<file path="src/rtl/au_nibble_seq_if.sv">
// au_nibble_seq_if: request, downstream 4-bit AU and result signals of au_nibble_seq
//   start/op/a_in/b_in       : operation request (requester -> sequencer)
//   au_a/au_b/au_sel         : nibble operands and opcode (sequencer -> AU)
//   au_out/au_cout/au_z      : combinational AU result (AU -> sequencer)
//   result/carry/zero/busy/done : final word and status (sequencer -> requester)
interface au_nibble_seq_if #(parameter int NIBBLES = 4);
  localparam int W = 4 * NIBBLES;
  logic         start;
  logic         op;
  logic [W-1:0] a_in;
  logic [W-1:0] b_in;
  logic [3:0]   au_a;
  logic [3:0]   au_b;
  logic [2:0]   au_sel;
  logic [3:0]   au_out;
  logic         au_cout;
  logic         au_z;
  logic [W-1:0] result;
  logic         carry;
  logic         zero;
  logic         busy;
  logic         done;
  modport slave (
    input  start, op, a_in, b_in, au_out, au_cout, au_z,
    output au_a, au_b, au_sel, result, carry, zero, busy, done
  );
  modport master (
    output start, op, a_in, b_in, au_out, au_cout, au_z,
    input  au_a, au_b, au_sel, result, carry, zero, busy, done
  );
endinterface

</file>
<file path="src/rtl/au_nibble_seq.sv">
// au_nibble_seq: runs a W-bit add/sub through an external 4-bit AU one nibble per cycle
//   clk   : clock, rising edge
//   rst_n : synchronous active-low reset
//   bus   : au_nibble_seq_if.slave (request, AU drive/return, result and status)
module au_nibble_seq #(
  parameter int NIBBLES = 4
) (
  input logic            clk,
  input logic            rst_n,
  au_nibble_seq_if.slave bus
);
  localparam int W  = 4 * NIBBLES;
  localparam int IW = NIBBLES > 1 ? $clog2(NIBBLES) : 1;
  typedef enum logic [1:0] {S_IDLE, S_RUN, S_DONE} state_t;
  state_t        r_state, w_next;
  logic [W-1:0]  r_a, r_b, r_result;
  logic          r_op, r_carry, r_zacc, r_zero;
  logic [IW-1:0] r_idx;
  logic          w_run, w_last, w_accept;
  logic [3:0]    w_au_a, w_au_b;
  logic [2:0]    w_sel;
  always_comb begin
    w_run    = r_state == S_RUN;
    w_accept = r_state == S_IDLE && bus.start;
    w_last   = r_idx == IW'(NIBBLES - 1);
    w_next   = w_accept ? S_RUN : (w_run && !w_last) ? S_RUN : w_run ? S_DONE : S_IDLE;
    w_au_a   = w_run ? r_a[{r_idx, 2'b00} +: 4] : 4'd0;
    w_au_b   = w_run ? r_b[{r_idx, 2'b00} +: 4] : 4'd0;
    // 1/2 on the first slice, 5/6 (chain carry/borrow) on the rest
    w_sel    = w_run ? {|r_idx, r_op, ~r_op} : 3'd0;
  end
  always_ff @(posedge clk) begin
    if (!rst_n) begin
      r_state  <= S_IDLE;
      r_idx    <= '0;
      r_a      <= '0;
      r_b      <= '0;
      r_op     <= 1'b0;
      r_result <= '0;
      r_carry  <= 1'b0;
      r_zacc   <= 1'b0;
      r_zero   <= 1'b0;
    end else begin
      r_state <= w_next;
      if (w_accept) begin
        r_a    <= bus.a_in;
        r_b    <= bus.b_in;
        r_op   <= bus.op;
        r_idx  <= '0;
        r_zacc <= 1'b1;
      end else if (w_run) begin
        r_result[{r_idx, 2'b00} +: 4] <= bus.au_out;
        r_carry <= bus.au_cout;
        r_zacc  <= r_zacc & bus.au_z;
        // zero output only moves on the last slice so it holds the previous word until then
        if (w_last) r_zero <= r_zacc & bus.au_z;
        r_idx <= w_last ? '0 : r_idx + 1'b1;
      end
    end
  end
  assign bus.au_a   = w_au_a;
  assign bus.au_b   = w_au_b;
  assign bus.au_sel = w_sel;
  assign bus.result = r_result;
  assign bus.carry  = r_carry;
  assign bus.zero   = r_zero;
  assign bus.busy   = w_run;
  assign bus.done   = r_state == S_DONE;
endmodule

</file>
<file path="src/flat_wrapper.sv">
// flat-port wrapper written by rule: the top's interface ports become plain ports
module au_nibble_seq_flat 
#(
  parameter int NIBBLES = 4
)
  (clk, rst_n, bus_start, bus_op, bus_a_in, bus_b_in, bus_au_out, bus_au_cout, bus_au_z, bus_au_a, bus_au_b, bus_au_sel, bus_result, bus_carry, bus_zero, bus_busy, bus_done);
  au_nibble_seq_if #(.NIBBLES(NIBBLES)) bus_i ();
  input logic clk;
  input logic rst_n;
  input wire logic [$bits(bus_i.start)-1:0] bus_start;
  input wire logic [$bits(bus_i.op)-1:0] bus_op;
  input wire logic [$bits(bus_i.a_in)-1:0] bus_a_in;
  input wire logic [$bits(bus_i.b_in)-1:0] bus_b_in;
  input wire logic [$bits(bus_i.au_out)-1:0] bus_au_out;
  input wire logic [$bits(bus_i.au_cout)-1:0] bus_au_cout;
  input wire logic [$bits(bus_i.au_z)-1:0] bus_au_z;
  output wire logic [$bits(bus_i.au_a)-1:0] bus_au_a;
  output wire logic [$bits(bus_i.au_b)-1:0] bus_au_b;
  output wire logic [$bits(bus_i.au_sel)-1:0] bus_au_sel;
  output wire logic [$bits(bus_i.result)-1:0] bus_result;
  output wire logic [$bits(bus_i.carry)-1:0] bus_carry;
  output wire logic [$bits(bus_i.zero)-1:0] bus_zero;
  output wire logic [$bits(bus_i.busy)-1:0] bus_busy;
  output wire logic [$bits(bus_i.done)-1:0] bus_done;
  assign bus_i.start = bus_start;
  assign bus_i.op = bus_op;
  assign bus_i.a_in = bus_a_in;
  assign bus_i.b_in = bus_b_in;
  assign bus_i.au_out = bus_au_out;
  assign bus_i.au_cout = bus_au_cout;
  assign bus_i.au_z = bus_au_z;
  assign bus_au_a = bus_i.au_a;
  assign bus_au_b = bus_i.au_b;
  assign bus_au_sel = bus_i.au_sel;
  assign bus_result = bus_i.result;
  assign bus_carry = bus_i.carry;
  assign bus_zero = bus_i.zero;
  assign bus_busy = bus_i.busy;
  assign bus_done = bus_i.done;
  au_nibble_seq #(.NIBBLES(NIBBLES)) u_core (.clk(clk), .rst_n(rst_n), .bus(bus_i));
endmodule
</file>
<file path="config.mk">
export PLATFORM = sky130hd
export DESIGN_NAME = au_nibble_seq_flat
export DESIGN_NICKNAME = d
export VERILOG_FILES = /design/src/rtl/au_nibble_seq_if.sv /design/src/rtl/au_nibble_seq.sv /design/src/flat_wrapper.sv
export SDC_FILE = /design/constraint.sdc
export NUM_CORES = 1
export LEC_CHECK = 0
export CORE_MARGIN = 2
export CORE_UTILIZATION = 47
export CTS_CLUSTER_SIZE = 30
export DETAILED_ROUTE_END_ITERATION = 8
export HOLD_SLACK_MARGIN = 0.08
export PLACE_DENSITY_LB_ADDON = 0.15
export SLEW_MARGIN = 20
export SYNTH_ARGS = -nofsm -noshare
export SYNTH_HDL_FRONTEND = slang
export SYNTH_SLANG_ARGS = --single-unit
</file>
<file path="constraint.sdc">
create_clock -name clk -period 2.45 [get_ports clk]
set_clock_uncertainty 0.2 [all_clocks]
set_input_delay 0.6125 -clock clk [delete_from_list [all_inputs] [get_ports clk]]
set_output_delay 0.6125 -clock clk [all_outputs]
set_load 0.01 [all_outputs]
</file>
==> impl_summary.txt, run 1 <==
----------------------------------------------------
[Global route]
  First-pass GRT wire length ... 9160 um
  Pin count of the biggest net entering global routing ... 41
  Congestion Overflow GR ... 0
  Initial antenna violation count ... 0
  Vias in the first global route ... 2063
  GRT Util Overall ... 0.209

[Power and ir drop]
  VDD IR-drop max ... 0.357 mV
  Switching Fraction ... 0.249
  Clock network fraction of total power ... 0.325
  Combinational share of power ... 0.162
  Internal power contribution ... 1.43 mW
  Net switching component of the power ... 0.472 mW
  Pwr dens ... 553 nW/um2
  Overall power consumption ... 1.90 mW
  Sequential power share ... 0.513
  Leakage power total ... 1.33 nW

[Floorplanning]
  Number of rows created at floorplan ... 26
  Effective utilization at floorplan ... 0.481
  Top-Level Pins ... 73
  X dimension of the die ... 75.8 um
  Die Span Y ... 75.8 um
  Core Area ... 5040 um2
  Die area ... 5750 um2

[Setup path]
  Maximum net fanout on the critical path ... 4
  Required time of the worst setup path ... 1.64 ns
  Kind of end point of the critical path ... output port
  Family with the most delay on the worst path ... multiplexers
  Most common cell type on the critical path ... sky130_fd_sc_hd__buf_6
  Buffer and inverter count on the worst path ... 3
  Cells traversed along the worst timing path ... buf_6, buf_12, mux4_2, and2_4, buf_6
  Delay of the slowest cell on the worst path ... 0.49 ns
  Startpoint kind of the worst setup timing path ... register
  Data arrival time of the critical path ... 1.63 ns
  Worst Setup Path Type ... reg2out
  Cell at the slowest stage of the critical path ... sky130_fd_sc_hd__mux4_2

[Clock network]
  Clock Path Buffers ... 2
  Number of clock sinks seen by CTS ... 56
  TritonCTS clock tree ... built
  Number of H-tree branching levels ... 2
  Clock transition at path regs ... 0.10 ns
  CTS Hold Buffers Added ... 0
  Source-to-sink clock delay at the later pin of the worst-skew pair ... 0.31 ns
  Clock root buffer ... sky130_fd_sc_hd__clkbuf_8
  Number of buffers inserted during clock tree synthesis ... 5

[Timing]
  Maximum clock frequency ... 409 MHz
  Post-layout worst setup margin ... 0.00300 ns
  Unrepaired setup endpoints after global routing ... true
  Fin Hold WS ... 0.254 ns
  Setup-failing EPs final ... 0
  Slew at the pin closest to its max-slew limit ... 0.251 ns
  Tcrit/Tclk final ... 0.999
  Setup_tns ... 0 ns
  Tightest slew margin relative to the limit ... 0.830
  Max-slew violation total from the final report ... 0
  Fin. Hold Viols ... 0
  Minimum clock period ... 2.45 ns

[Routing]
  DRC violation total after the first TritonRoute iteration ... 126
  Vias per cell ... 5.10
  Vias after detailed routing ... 2166
  Antenna Nets Post-Route ... 0
  Total DRC errors in the routed layout ... 0
  Total routed wirelength ... 5660 um
  Pre-antenna DRT Iters ... 4
  Wire length per cell after detailed routing ... 13.3 um

[Yosys]
  FF+latch count, synth ... 56
  Most common library cells after synthesis ... sky130_fd_sc_hd__nand2_1 (90), sky130_fd_sc_hd__dfxtp_1 (56), sky130_fd_sc_hd__a21oi_1 (39), sky130_fd_sc_hd__o22ai_1 (11), sky130_fd_sc_hd__and2_1 (9)
  Area share of the largest cell type after synthesis ... 0.462
  Number of library cell types mapped by synthesis ... 33
  Share of synthesized flip-flops with an asynchronous set or reset ... 0
  Cell count after synthesis ... 274
  Top flip-flop cell by instance count after synthesis ... sky130_fd_sc_hd__dfxtp_1
  Net Count, Synth ... 322
  Ranking of synthesized cells by area ... sky130_fd_sc_hd__dfxtp_1 (46%), sky130_fd_sc_hd__nand2_1 (14%), sky130_fd_sc_hd__a21oi_1 (8.0%), sky130_fd_sc_hd__mux4_2 (7.4%), sky130_fd_sc_hd__ha_1 (3.1%)
  Most frequent cell after synthesis ... sky130_fd_sc_hd__nand2_1
  Library cell with the largest summed area after synthesis ... sky130_fd_sc_hd__dfxtp_1
  Mean Syn Cell Area ... 8.85 um2
  Combined area of all synthesized cells ... 2430 um2
  Number of warnings reported in the yosys synthesis log ... 0
  Number of enable flip-flop cells after synthesis ... 0
  Sequential cell area fraction in the yosys report ... 0.462

[Placed design]
  Last weighted congestion value of the routability-driven placer ... 0.763
  Worst slack at placement ... 0.000419 ns
  IO buf count ... 72
  Count of placed standard cells including taps ... 410
  Detailed placer's ending HPWL ... 4000 um
  Total cell area at the placement stage ... 3250 um2

[Final layout]
  Core utilization of the finished layout ... 0.681
  Sequential Area ... 1130 um2
  Multi-input combinational cell area ... 1180 um2
  Final standard cell area without fillers ... 3430 um2
  Final Non-Filler Cells ... 425
  Total of fill cells in the finished design ... 436
  Area added between synthesis and finish ... 41.5%
  Final net count ... 402
  Diodes inserted ... 0
  Share of final-layout standard cells stronger than drive strength 1 ... 0.155

[Worst hold path]
  Worst min-delay path category ... reg2reg

[Job]
  Count of max-cap constraint violations ... 0

[Status]
  Run status ... finished clean

----------------------------------------------------
-- worst reg2reg max path: stages, from the launching register on --
cell                       delay [ns]
sky130_fd_sc_hd__dfxtp_4         0.38
sky130_fd_sc_hd__buf_4           0.13
sky130_fd_sc_hd__inv_1           0.07
sky130_fd_sc_hd__ha_1            0.39
sky130_fd_sc_hd__nor4bb_1        0.32
sky130_fd_sc_hd__nand2_1         0.14
sky130_fd_sc_hd__o22ai_1         0.18
-- layout by cell type (no fill, tap or decap), types with 2 or more instances in the layout --
cell type,instances
sky130_fd_sc_hd__clkbuf_8,5
sky130_fd_sc_hd__buf_6,5
sky130_fd_sc_hd__buf_2,6
sky130_fd_sc_hd__clkdlybuf4s50_1,61
sky130_fd_sc_hd__a32o_1,3
sky130_fd_sc_hd__ha_1,6
sky130_fd_sc_hd__o22ai_1,11
sky130_fd_sc_hd__buf_4,13
sky130_fd_sc_hd__inv_1,4
sky130_fd_sc_hd__dfxtp_1,54
sky130_fd_sc_hd__o21ai_0,2
sky130_fd_sc_hd__nand3_1,2
sky130_fd_sc_hd__nor2_1,5
sky130_fd_sc_hd__a21oi_1,39
sky130_fd_sc_hd__nand4_1,2
sky130_fd_sc_hd__and3b_1,3
sky130_fd_sc_hd__nand2_1,90
sky130_fd_sc_hd__and2_4,4
sky130_fd_sc_hd__and2_1,5
sky130_fd_sc_hd__mux4_2,8
sky130_fd_sc_hd__buf_12,4
sky130_fd_sc_hd__dlygate4sd2_1,2
-- routing by layer --
layer  global-route usage  part of all wire
met1                0.273              0.44
met2                0.352              0.50
met3               0.0331             0.042
met4               0.0721             0.018
met5                    0                 0
-- cell type report --
| type | count | share of cell area |
|---|---|---|
| clock buffer | 5 | 0.0201 |
| multi-input combinational | 194 | 0.343 |
| clock inverter | 3 | 0.0135 |
| sequential | 56 | 0.328 |
| timing repair buffer | 92 | 0.264 |
| tap | 70 | 0.0255 |
| inverter | 5 | 0.00620 |
-- state kept, by name, summed over array words and instances (netlist names) --
register           count
u_core.r_zacc          1
u_core.r_state         2
u_core.r_b            16
u_core.bus.carry       1
u_core.r_idx           2
u_core.r_op            1
u_core.r_a            16
u_core.bus.result     16
u_core.bus.zero        1
-- power by group through the flow --
stage          Clock, mW  Sequential, mW  Combinational, mW
2_1_floorplan          0           0.992              0.158
3_3_place_gp           0           0.993              0.290
3_5_place_dp           0           0.995              0.295
4_1_cts            0.623           0.973              0.306
5_1_grt            0.657           0.979              0.336
6_report           0.618           0.974              0.308
-- logic make-up after synthesis --
logic type      synth area share
buf+inv                   0.0593
mux                       0.0784
compound gates             0.129
fa+ha+maj                 0.0309
simple gates               0.240
flops                      0.462
-- what timing repair did --
item | 4_1_cts | 5_1_grt
endpoints found under the setup margin | 10 | 6
pin swaps | 2 | 0
buffers inserted | 7 | 0
gates cloned | 0 | 0
gates resized for setup | 40 | 8
endpoints found under the hold margin | 0 | 0
-- final timing paths --
check | from | endpoint | slack [ns] | cells past startpoint
setup / recovery | u_core.r_idx[0] | bus_au_b[1] | 0.003 | 5
hold reg to reg | u_core.bus.result[14] | u_core.bus.result[14] | 0.25 | 2
hold / removal | u_core.bus.result[14] | u_core.bus.result[14] | 0.25 | 2
setup reg to reg | u_core.r_idx[1] | u_core.bus.result[4] | 0.56 | 6
No activity file was read; power rests on OpenSTA's default activity.
==> inputs of run 2 (changes only) <==
Clock period 2.45 ns to 2.4 ns, I/O delays scaled along.
==> impl_summary.txt, run 2 (synthesized netlist as in run 1, its figures left out) <==
----------------------------------------------------
[Setup path]
  Startpoint kind of the worst setup timing path ... register
  Delay of the slowest cell on the worst path ... 0.48 ns
  Setup slack on the worst flop-to-flop path ... 0.36 ns
  Most common cell type on the critical path ... sky130_fd_sc_hd__buf_6
  Family with the most delay on the worst path ... multiplexers
  Required time of the worst setup path ... 1.60 ns
  Data arrival time of the critical path ... 1.63 ns
  Buffer and inverter count on the worst path ... 3
  Worst Setup Path Type ... reg2out
  Cell at the slowest stage of the critical path ... sky130_fd_sc_hd__mux4_2
  Maximum net fanout on the critical path ... 5
  Kind of end point of the critical path ... output port
  Cells traversed along the worst timing path ... buf_6, buf_6, mux4_2, and2_4, buf_6

[Clock network]
  Clock root buffer ... sky130_fd_sc_hd__clkbuf_8
  Number of clock sinks seen by CTS ... 56
  Clock transition at path regs ... 0.10 ns
  TritonCTS clock tree ... built
  Number of H-tree branching levels ... 2
  Number of buffers inserted during clock tree synthesis ... 5
  Clock Path Buffers ... 2
  Source-to-sink clock delay at the later pin of the worst-skew pair ... 0.30 ns

[Final layout]
  Share of final-layout standard cells stronger than drive strength 1 ... 0.151
  Final standard cell area without fillers ... 3400 um2
  Leading cell type in the layout, fill and taps excluded ... sky130_fd_sc_hd__nand2_1
  Diodes inserted ... 0
  Final net count ... 399
  Total of fill cells in the finished design ... 435
  Most frequent cells in the layout ... sky130_fd_sc_hd__nand2_1 (90), sky130_fd_sc_hd__clkdlybuf4s50_1 (61), sky130_fd_sc_hd__dfxtp_1 (54), sky130_fd_sc_hd__a21oi_1 (39)
  Area added between synthesis and finish ... 40.0%

[Placed design]
  Total cell area at the placement stage ... 3260 um2
  IO buf count ... 72
  Detailed placer's ending HPWL ... 4010 um
  Last weighted congestion value of the routability-driven placer ... 0.734

[Timing]
  Max-slew violation total from the final report ... 0
  Setup-failing EPs final ... 1
  Fin. Hold Viols ... 0
  Minimum clock period ... 2.43 ns
  Maximum clock frequency ... 411 MHz
  Setup_tns ... -0.0319 ns
  Post-layout worst setup margin ... -0.0319 ns
  Slew at the pin closest to its max-slew limit ... 0.281 ns
  Tightest slew margin relative to the limit ... 0.811
  Tcrit/Tclk final ... 1.01
  Unrepaired setup endpoints after global routing ... true

[Floorplanning]
  Die Span Y ... 75.8 um
  Core Area ... 5040 um2
  X dimension of the die ... 75.8 um
  Die area ... 5750 um2
  Effective utilization at floorplan ... 0.481
  Number of rows created at floorplan ... 26
  Top-Level Pins ... 73

[Global route]
  Vias in the first global route ... 1994
  First-pass GRT wire length ... 9100 um
  Initial antenna violation count ... 0
  GRT Util Overall ... 0.204
  Congestion Overflow GR ... 0
  Pin count of the biggest net entering global routing ... 41

[Power and ir drop]
  Pwr dens ... 561 nW/um2
  VDD IR-drop max ... 0.358 mV
  Leakage power total ... 1.31 nW

[Routing]
  Vias after detailed routing ... 2148
  Antenna Nets Post-Route ... 0
  Total routed wirelength ... 5620 um
  DRC violation total after the first TritonRoute iteration ... 144
  Wire length per cell after detailed routing ... 13.3 um
  Total DRC errors in the routed layout ... 0
  Vias per cell ... 5.09
  Pre-antenna DRT Iters ... 5

[Status]
  Violations in the final reports ... setup timing
  Run status ... complete, but fails checks

[Job]
  Count of max-cap constraint violations ... 0

[Worst hold path]
  Worst min-delay path category ... reg2reg

----------------------------------------------------
==> run 2: final timing paths <==
| kind | start | to | cells after the start |
|---|---|---|---|
| worst max-delay path | u_core.r_idx[0] | bus_au_b[2] | 5 |
| worst min-delay path | u_core.r_b[13] | u_core.r_b[13] | 2 |
| worst min register to register | u_core.r_b[13] | u_core.r_b[13] | 2 |
| worst max register to register | u_core.r_idx[1] | u_core.bus.result[15] | 7 |
==> run 2: what timing repair did <==
item	in CTS	in global routing
pin swaps	0	3
endpoints found under the hold margin	0	0
endpoints found under the setup margin	12	8
hold buffers	0	0
resized for setup	37	12
setup buffers	3	0
==> run 2: layer usage <==
metal | share of wire | vias up | GRT usage
met5 | 0 | - | 0
met4 | 0.0075 | 0 | 0.0429
met3 | 0.044 | 5 | 0.0331
met2 | 0.50 | 66 | 0.344
met1 | 0.45 | 990 | 0.277
li1 | - | 1087 | -
==> run 2: through the flow <==
stage	instances	setup WS, ns	hold slack [ns]	utilization	power (mW)
after floorplan	274	0.331	0.233	-	1.17
after global placement	411	-0.00124	0.240	0.646	1.31
after detailed placement	411	-0.0160	0.246	0.646	1.32
after CTS	422	-0.0794	0.260	0.671	1.92
after global routing	422	-0.0879	0.280	0.673	1.99
final	422	-0.0319	0.257	0.673	1.90
==> run 2: power by group <==
group          internal, mW  switching [mW]
Combinational         0.166           0.142
Sequential            0.971          0.0221
Clock                 0.309           0.295
Total                  1.45           0.459
==> run 2: final cells by class <==
type,count,area [um2],area share
inverter,5,21.3,0.00626
timing repair buffer,89,872,0.257
tap,70,87.6,0.0258
sequential,56,1130,0.332
multi-input combinational,194,1180,0.347
clock buffer,5,68.8,0.0203
clock inverter,3,42.5,0.0125
==> run 2: tightest hold or removal path, delay by kind of cell, from the launching register on <==
kind / cells / cell delay [ns]
flops: 1 / 0.32
compound gates: 1 / 0.05
simple gates: 1 / 0.05
==> inputs of run 3 (changes only) <==
Settings changed: REMOVE_ABC_BUFFERS set to 1.
==> impl_summary.txt, run 3 (synthesized netlist as in run 1, its figures left out) <==
----------------------------------------------------
[Power and ir drop]
  Net switching component of the power ... 0.467 mW
  VDD IR-drop max ... 0.381 mV
  Overall power consumption ... 1.81 mW
  Clock network fraction of total power ... 0.279
  Sequential power share ... 0.547
  Combinational share of power ... 0.174
  Leakage power total ... 1.34 nW
  Pwr dens ... 529 nW/um2
  Internal power contribution ... 1.35 mW
  Switching Fraction ... 0.257

[Final layout]
  Share of final-layout standard cells stronger than drive strength 1 ... 0.169
  Leading cell type in the layout, fill and taps excluded ... sky130_fd_sc_hd__nand2_1
  Area added between synthesis and finish ... 41.2%
  Core utilization of the finished layout ... 0.679
  Most frequent cells in the layout ... sky130_fd_sc_hd__nand2_1 (90), sky130_fd_sc_hd__clkdlybuf4s50_1 (61), sky130_fd_sc_hd__dfxtp_1 (54), sky130_fd_sc_hd__a21oi_1 (39), sky130_fd_sc_hd__buf_4 (20)
  Diodes inserted ... 0
  Total of fill cells in the finished design ... 438
  Final net count ... 407
  Final standard cell area without fillers ... 3430 um2

[Timing]
  Setup_tns ... -0.0968 ns
  Tcrit/Tclk final ... 1.02
  Tightest slew margin relative to the limit ... 0.802
  Post-layout worst setup margin ... -0.0405 ns
  Maximum clock frequency ... 410 MHz
  Unrepaired setup endpoints after global routing ... true
  Setup-failing EPs final ... 3
  Minimum clock period ... 2.44 ns
  Fin. Hold Viols ... 0
  Slew at the pin closest to its max-slew limit ... 0.294 ns
  Max-slew violation total from the final report ... 0

[Job]
  Count of max-cap constraint violations ... 0

[Floorplanning]
  Die Span Y ... 75.8 um
  Effective utilization at floorplan ... 0.481
  Number of rows created at floorplan ... 26
  X dimension of the die ... 75.8 um
  Core Area ... 5040 um2
  Top-Level Pins ... 73
  Die area ... 5750 um2

[Status]
  Violations in the final reports ... setup timing
  Run status ... complete, but fails checks

[Setup path]
  Worst Setup Path Type ... reg2out
  Cells traversed along the worst timing path ... buf_12, buf_4, mux4_2, and2_1, buf_2
  Startpoint kind of the worst setup timing path ... register
  Kind of end point of the critical path ... output port
  Required time of the worst setup path ... 1.60 ns
  Data arrival time of the critical path ... 1.64 ns
  Buffer and inverter count on the worst path ... 3
  Cell at the slowest stage of the critical path ... sky130_fd_sc_hd__mux4_2
  Maximum net fanout on the critical path ... 7
  Family with the most delay on the worst path ... multiplexers
  Delay of the slowest cell on the worst path ... 0.47 ns

[Clock network]
  Clock Path Buffers ... 2
  Number of clock sinks seen by CTS ... 56
  Clock root buffer ... sky130_fd_sc_hd__clkbuf_8
  Source-to-sink clock delay at the later pin of the worst-skew pair ... 0.31 ns
  Number of buffers inserted during clock tree synthesis ... 5
  Clock transition at path regs ... 0.09 ns
  Number of H-tree branching levels ... 2
  CTS Hold Buffers Added ... 0
  TritonCTS clock tree ... built

[Routing]
  Vias per cell ... 5.03
  Vias after detailed routing ... 2161
  Pre-antenna DRT Iters ... 4
  DRC violation total after the first TritonRoute iteration ... 60
  Wire length per cell after detailed routing ... 12.8 um
  Antenna Nets Post-Route ... 0
  Total DRC errors in the routed layout ... 0
  Total routed wirelength ... 5490 um

[Placed design]
  Detailed placer's ending HPWL ... 3860 um
  Last weighted congestion value of the routability-driven placer ... 0.807
  IO buf count ... 72
  Worst slack at placement ... -0.0763 ns
  Total cell area at the placement stage ... 3250 um2

[Worst hold path]
  Worst min-delay path category ... reg2reg

[Global route]
  Congestion Overflow GR ... 0
  Initial antenna violation count ... 0
  First-pass GRT wire length ... 8690 um
  GRT Util Overall ... 0.200
  Pin count of the biggest net entering global routing ... 35
  Vias in the first global route ... 1899

----------------------------------------------------
==> run 3: worst paths after layout <==
kind                                       from                    end  slack (ns)  cells past startpoint
worst max-delay path            u_core.r_idx[0]            bus_au_b[3]       -0.04                      5
worst max register to register  u_core.r_idx[1]  u_core.bus.result[13]        0.41                      7
worst min-delay path             u_core.r_b[10]         u_core.r_b[10]        0.25                      2
worst min register to register   u_core.r_b[10]         u_core.r_b[10]        0.25                      2
==> run 3: layout make-up <==
class                   count  area [um2]  area share
clock buffers               5        68.8      0.0201
clock inverters             3        18.8     0.00548
inverters                   5        21.3     0.00621
multi-input cells         194        1180       0.344
flip-flops and latches     56        1130       0.329
well taps                  70        87.6      0.0256
repair buffers             97         926       0.270
==> run 3: per-layer routing <==
metal | share of wire | global-route usage
met1 | 0.45 | 0.265
met2 | 0.50 | 0.337
met3 | 0.041 | 0.0317
met4 | 0.011 | 0.0604
met5 | 0 | 0
==> run 3: power by group through the flow <==
stage / Clock (mW) / Combinational, mW / Sequential [mW]
2_1_floorplan: 0 / 0.129 / 1.02
3_3_place_gp: 0 / 0.294 / 1.01
3_5_place_dp: 0 / 0.299 / 1.01
4_1_cts: 0.521 / 0.313 / 0.992
5_1_grt: 0.559 / 0.344 / 0.998
6_report: 0.506 / 0.315 / 0.992
==> run 3: worst reg2reg max path: stages, from the launching register on <==
cell	delay, ns
sky130_fd_sc_hd__dfxtp_4	0.38
sky130_fd_sc_hd__buf_4	0.13
sky130_fd_sc_hd__buf_6	0.13
sky130_fd_sc_hd__inv_1	0.08
sky130_fd_sc_hd__ha_1	0.36
sky130_fd_sc_hd__nand4bb_1	0.26
sky130_fd_sc_hd__nor4_4	0.24
sky130_fd_sc_hd__a32o_1	0.17
==> run 3: repair_timing <==
action,in CTS,in global routing
pin swaps,4,3
gates cloned,0,0
endpoints found under the setup margin,12,10
resized for setup,42,10
buffers inserted,11,0
==> run 3: through the flow <==
| step | std cells | hold slack [ns] |
|---|---|---|
| floorplan | 255 | 0.233 |
| detailed placement | 411 | 0.246 |
| CTS | 430 | 0.260 |
| finish | 430 | 0.254 |
| global placement | 411 | 0.240 |
| global route | 430 | 0.282 |
